===== src/rtl/uart_pkg.sv =====
// uart_pkg: encodings and line levels shared by the UART transmit and receive paths.
package uart_pkg;

  // FSM state encoding
  localparam logic [2:0] IDLE   = 3'd0;
  localparam logic [2:0] START  = 3'd1;
  localparam logic [2:0] DATA   = 3'd2;
  localparam logic [2:0] PARITY = 3'd3;
  localparam logic [2:0] STOP   = 3'd4;

  typedef enum logic [2:0] {
    S_IDLE   = IDLE,
    S_START  = START,
    S_DATA   = DATA,
    S_PARITY = PARITY,
    S_STOP   = STOP
  } tx_state_t;

  // Parity type select
  localparam logic PAR_EVEN = 1'b0;
  localparam logic PAR_ODD  = 1'b1;

  // Serial line levels
  localparam logic IDLE_LVL  = 1'b1;
  localparam logic START_LVL = 1'b0;
  localparam logic STOP_LVL  = 1'b1;

endpackage


===== src/rtl/uart_tx_if.sv =====
// uart_tx_if: parallel request side plus serial line / busy status of the transmitter.
interface uart_tx_if #(
  parameter int DATA_WIDTH = 8
);
  logic [DATA_WIDTH-1:0] P_DATA;
  logic                  Data_Valid;
  logic                  PAR_EN;
  logic                  PAR_TYP;
  logic                  TX_OUT;
  logic                  busy;

  modport master (output P_DATA, Data_Valid, PAR_EN, PAR_TYP, input TX_OUT, busy);
  modport slave  (input P_DATA, Data_Valid, PAR_EN, PAR_TYP, output TX_OUT, busy);
endinterface


===== src/rtl/uart_tx_parity_gen.sv =====
// uart_tx_parity_gen: parity bit for the held frame data (even or odd).
module uart_tx_parity_gen
  import uart_pkg::*;
#(
  parameter int DATA_WIDTH = 8
) (
  input  logic [DATA_WIDTH-1:0] data,
  input  logic                  par_typ,
  output logic                  par_bit
);
  // Even parity is the XOR of the data; odd parity is its complement.
  assign par_bit = (^data) ^ (par_typ == PAR_ODD);
endmodule


===== src/rtl/uart_tx.sv =====
// uart_tx: byte-to-serial UART transmitter, one bit per CLK cycle, LSB first.
// Frame: start, DATA_WIDTH data bits, optional parity, stop.
// Optional build macro UART_TX_TWO_STOP_EN: two stop cycles instead of one.
module uart_tx
  import uart_pkg::*;
#(
  parameter int DATA_WIDTH = 8
) (
  input  logic     CLK,
  input  logic     RST,
  uart_tx_if.slave bus
);
  localparam int CW = (DATA_WIDTH > 1) ? $clog2(DATA_WIDTH) : 1;
  localparam logic [CW-1:0] LAST_BIT = CW'(DATA_WIDTH - 1);

  tx_state_t             state;
  logic [CW-1:0]         cnt;
  logic [DATA_WIDTH-1:0] hold;
  logic                  par_en_q;
  logic                  par_typ_q;
  logic                  par_bit;
  logic                  tx_q;
  logic                  busy_q;

  uart_tx_parity_gen #(.DATA_WIDTH(DATA_WIDTH)) u_par (
    .data    (hold),
    .par_typ (par_typ_q),
    .par_bit (par_bit)
  );

  assign bus.TX_OUT = tx_q;
  assign bus.busy   = busy_q;

  // Frame FSM; TX_OUT/busy are registered with the level of the state being entered.
  always_ff @(posedge CLK or negedge RST) begin
    if (!RST) begin
      state     <= S_IDLE;
      cnt       <= '0;
      hold      <= '0;
      par_en_q  <= 1'b0;
      par_typ_q <= 1'b0;
      tx_q      <= IDLE_LVL;
      busy_q    <= 1'b0;
    end else begin
      case (state)
        S_IDLE: begin
          tx_q   <= IDLE_LVL;
          busy_q <= 1'b0;
          cnt    <= '0;
          if (bus.Data_Valid) begin
            hold      <= bus.P_DATA;
            par_en_q  <= bus.PAR_EN;
            par_typ_q <= bus.PAR_TYP;
            tx_q      <= START_LVL;
            busy_q    <= 1'b1;
            state     <= S_START;
          end
        end
        S_START: begin
          cnt   <= '0;
          tx_q  <= hold[0];
          state <= S_DATA;
        end
        S_DATA: begin
          if (cnt == LAST_BIT) begin
            cnt <= '0;
            if (par_en_q) begin
              tx_q  <= par_bit;
              state <= S_PARITY;
            end else begin
              tx_q  <= STOP_LVL;
              state <= S_STOP;
            end
          end else begin
            cnt  <= cnt + 1'b1;
            tx_q <= hold[cnt + 1'b1];
          end
        end
        S_PARITY: begin
          cnt   <= '0;
          tx_q  <= STOP_LVL;
          state <= S_STOP;
        end
        S_STOP: begin
`ifdef UART_TX_TWO_STOP_EN
          // First stop cycle marks cnt, second one closes the frame.
          if (cnt == '0) begin
            cnt  <= CW'(1);
            tx_q <= STOP_LVL;
          end else begin
            cnt    <= '0;
            tx_q   <= IDLE_LVL;
            busy_q <= 1'b0;
            state  <= S_IDLE;
          end
`else
          cnt    <= '0;
          tx_q   <= IDLE_LVL;
          busy_q <= 1'b0;
          state  <= S_IDLE;
`endif
        end
        default: begin
          cnt    <= '0;
          tx_q   <= IDLE_LVL;
          busy_q <= 1'b0;
          state  <= S_IDLE;
        end
      endcase
    end
  end
endmodule


===== src/flat_wrapper.sv =====
// flat-port wrapper written by rule: the top's interface ports become plain ports
module uart_tx_flat import uart_pkg::*;
#(
  parameter int DATA_WIDTH = 8
)
  (CLK, RST, bus_P_DATA, bus_Data_Valid, bus_PAR_EN, bus_PAR_TYP, bus_TX_OUT, bus_busy);
  uart_tx_if #(.DATA_WIDTH(DATA_WIDTH)) bus_i ();
  input  logic CLK;
  input  logic RST;
  input wire logic [$bits(bus_i.P_DATA)-1:0] bus_P_DATA;
  input wire logic [$bits(bus_i.Data_Valid)-1:0] bus_Data_Valid;
  input wire logic [$bits(bus_i.PAR_EN)-1:0] bus_PAR_EN;
  input wire logic [$bits(bus_i.PAR_TYP)-1:0] bus_PAR_TYP;
  output wire logic [$bits(bus_i.TX_OUT)-1:0] bus_TX_OUT;
  output wire logic [$bits(bus_i.busy)-1:0] bus_busy;
  assign bus_i.P_DATA = bus_P_DATA;
  assign bus_i.Data_Valid = bus_Data_Valid;
  assign bus_i.PAR_EN = bus_PAR_EN;
  assign bus_i.PAR_TYP = bus_PAR_TYP;
  assign bus_TX_OUT = bus_i.TX_OUT;
  assign bus_busy = bus_i.busy;
  uart_tx #(.DATA_WIDTH(DATA_WIDTH)) u_core (.CLK(CLK), .RST(RST), .bus(bus_i));
endmodule

===== config.mk =====
export PLATFORM = sky130hd
export DESIGN_NAME = uart_tx_flat
export DESIGN_NICKNAME = d
export VERILOG_FILES = /design/src/rtl/uart_pkg.sv /design/src/rtl/uart_tx_if.sv /design/src/rtl/uart_tx_parity_gen.sv /design/src/rtl/uart_tx.sv /design/src/flat_wrapper.sv
export SDC_FILE = /design/constraint.sdc
export NUM_CORES = 1
export LEC_CHECK = 0
export CAP_MARGIN = 20
export CORE_ASPECT_RATIO = 1.2
export CORE_MARGIN = 4
export CORE_UTILIZATION = 46
export DETAILED_ROUTE_END_ITERATION = 10
export GPL_ROUTABILITY_DRIVEN = 0
export MAX_ROUTING_LAYER = met4
export PLACE_DENSITY = 0.76
export SYNTH_ARGS = -nofsm -noshare
export SYNTH_HDL_FRONTEND = slang
export SYNTH_SLANG_ARGS = --single-unit

===== constraint.sdc =====
create_clock -name CLK -period 1.9 [get_ports CLK]
set_clock_uncertainty 0.15 [all_clocks]
set_input_delay 0.38 -clock CLK [delete_from_list [all_inputs] [get_ports CLK]]
set_output_delay 0.38 -clock CLK [all_outputs]
set_load 0.005 [all_outputs]

==> impl_metrics.json <==
{
  "ys_async_sr_fraction_pct": 100,
  "outcome": "complete, no violations",
  "drt-total-wl_mm": 1.72,
  "vias": 619,
  "fin_ws_ns": 0.0283,
  "ios": 15,
  "finalCritPeriodShare_pct": 98.5,
  "worstHoldPathType": "input pin to async pin",
  "die_w_um": 49.6,
  "cts_buffer_depth": 2,
  "synth_edf_count": 0,
  "dpl.hpwl_mm": 1.26,
  "globalRoute.totalOverflow": 0,
  "h-tree-depth": 1,
  "synth_cells": 74,
  "cts_buffers": 3,
  "yosysWarningCount": 0,
  "synthFlopType": "dfrtp_1",
  "antenna_found_initial": 0,
  "slew_viol_final": 0,
  "start_kind": "register",
  "initial_utilization_pct": 49.8,
  "cts_hold_buf": 0,
  "num_rows": 17,
  "final.min_clock_period_ns": 1.87,
  "grt_pass1_wl_mm": 3.12,
  "peakVddDrop_mv": 0.823,
  "layout_common_cells": "dfrtp_1, clkdlybuf4s50_1, mux2_2",
  "relSlewSlack_pct": 76.3,
  "endpoint_kind": "register",
  "synthTopCellsByArea": "dfrtp_1, mux2_2, mux2i_1",
  "worst_hold_slack_ns": 0.179,
  "syn2layout_area_growth_pct": 25.5,
  "yosysTopAreaCell": "dfrtp_1",
  "syn_nets": 89,
  "rsz0062_at_grt": "true",
  "synth_area_per_cell_um2": 12.9,
  "clkTransAtPathRegs_ns": 0.11,
  "cp.arrival_ns": 1.96,
  "fmax_ghz": 0.534,
  "dr.pass1.iters": 3,
  "ys_seq_area_share_pct": 47.4,
  "diodes": 0,
  "synth_cell_type_count": 30,
  "synth_top_cell_area_share_pct": 44.6,
  "wl_per_cell_um": 15.4,
  "nets": 109,
  "powerDensity_nw_per_um2": 1630,
  "worstMarginPinSlew_ns": 0.354,
  "core_um2": 1910,
  "track_usage_pct": 14.4,
  "worst-path-max-fanout": 2,
  "port_buffers": 14,
  "placed_cell_area_um2": 1140,
  "die-area_um2": 2870,
  "layout_commonest_cell": "dfrtp_1",
  "synth.ff_latch_count": 18,
  "cts_tree": "built",
  "p_leak_nw": 0.513,
  "grt_max_degree": 13,
  "hold_viol": 0,
  "stdcell_area_um2": 1200,
  "setup-violations-final": 0,
  "cap_violations": 0,
  "path_class": "register to register",
  "drt_iter0_drc": 2,
  "final_util_pct": 62.5,
  "clkLatencyLatePin_ns": 0.30,
  "drive_above_1_share_pct": 28.0,
  "clock-sinks": 18,
  "grt_pass1_vias": 667,
  "crit_required_ns": 1.98,
  "cts_root_buffer": "clkbuf_4",
  "route.detailed.drc": 0,
  "die-height_um": 57.9,
  "dp_slack_ns": -0.0748,
  "vias_per_cell": 5.53,
  "postRouteAntennaNets": 0,
  "netlist_area_um2": 953
}
==> cell usage after synthesis, types with 2 or more instances <==
library cell  instances
a2111oi_2             2
nor2_1                3
ha_1                  2
mux2_2                9
nand2_1               4
o21ai_0               2
nor3b_1               2
xnor2_1               2
buf_2                 2
inv_1                 2
dfrtp_1              17
xnor3_1               2
a21oi_1               3
mux2i_1               5
nor3_1                2
==> area by class of cell <==
cell class                 instances  area [um2]
timing repair buffer              19         190
inverter                           2        7.51
sequential                        18         452
fill                             160         718
clock buffer                       4        36.3
multi-input combinational         50         487
tap                               19        23.8
==> state kept, by name, summed over array words and instances, names as in the netlist <==
signal             flops
u_core.cnt             3
u_core.bus.busy        1
u_core.hold            8
u_core.par_en_q        1
u_core.bus.TX_OUT      1
u_core.state           3
u_core.par_typ_q       1
==> layer usage <==
| layer | vias to the layer above | track usage (%) | share of wire [%] |
|---|---|---|---|
| met5 | - | - | 0 |
| met4 | 0 | 4.74 | 2.0 |
| met3 | 4 | 3.60 | 4.4 |
| met2 | 15 | 22.3 | 49 |
| met1 | 298 | 18.5 | 44 |
| li1 | 302 | - | - |
==> worst paths after layout <==
kind                             startpoint           endpoint  slack [ns]  depth (start not counted)
setup reg to reg              u_core.cnt[0]  u_core.bus.TX_OUT        0.03                          5
hold / removal                          RST    u_core.bus.busy        0.18                          1
hold reg to reg            u_core.par_typ_q   u_core.par_typ_q        0.40                          1
setup / recovery              u_core.cnt[0]  u_core.bus.TX_OUT        0.03                          5
min in group CLK           u_core.par_typ_q   u_core.par_typ_q        0.40                          1
max in group asynchronous               RST      u_core.cnt[1]        0.95                          2
==> worst max-delay path, stage by stage, from the launching register on <==
cell,delay [ns]
dfrtp_1,0.40
ha_2,0.19
ha_4,0.27
mux4_2,0.49
a21o_1,0.21
a21oi_2,0.11
==> report_power, final <==
| part | internal [mW] | switching [mW] |
|---|---|---|
| Clock | 0.117 | 0.123 |
| Sequential | 0.563 | 0.188 |
| Combinational | 0.625 | 0.335 |
| Total | 1.31 | 0.646 |
==> per-stage QoR <==
step	power (mW)	std cells	TNS, ns
after floorplan	1.46	74	0
after global placement	1.68	108	-0.347
after detailed placement	1.71	108	-0.550
after CTS	1.97	112	0
after global routing	2.11	112	-0.0522
final	1.95	112	0
==> cells by family (layout without fill, tap and decap cells) <==
group                    count (synthesis)  count (layout)  share of synthesized area [%]
AO/OA/AOI/OAI                           11              11                           8.92
XOR/XNOR                                 6               6                           9.97
adder cells (fa/ha/maj)                  2               2                           2.62
buffers and inverters                    6              25                           3.15
flip-flops                              18              18                           47.4
multiplexers                            16              16                           19.4
AND/OR/NAND/NOR                         15              15                           8.53
==> timing repair <==
item | 4_1_cts | 5_1_grt
hold endpoints to repair | 0 | 0
pin swaps | 1 | 3
setup buffers | 0 | 0
gates resized for setup | 2 | 0
setup endpoints to repair | 1 | 1
No activity file was read; power rests on OpenSTA's default activity.
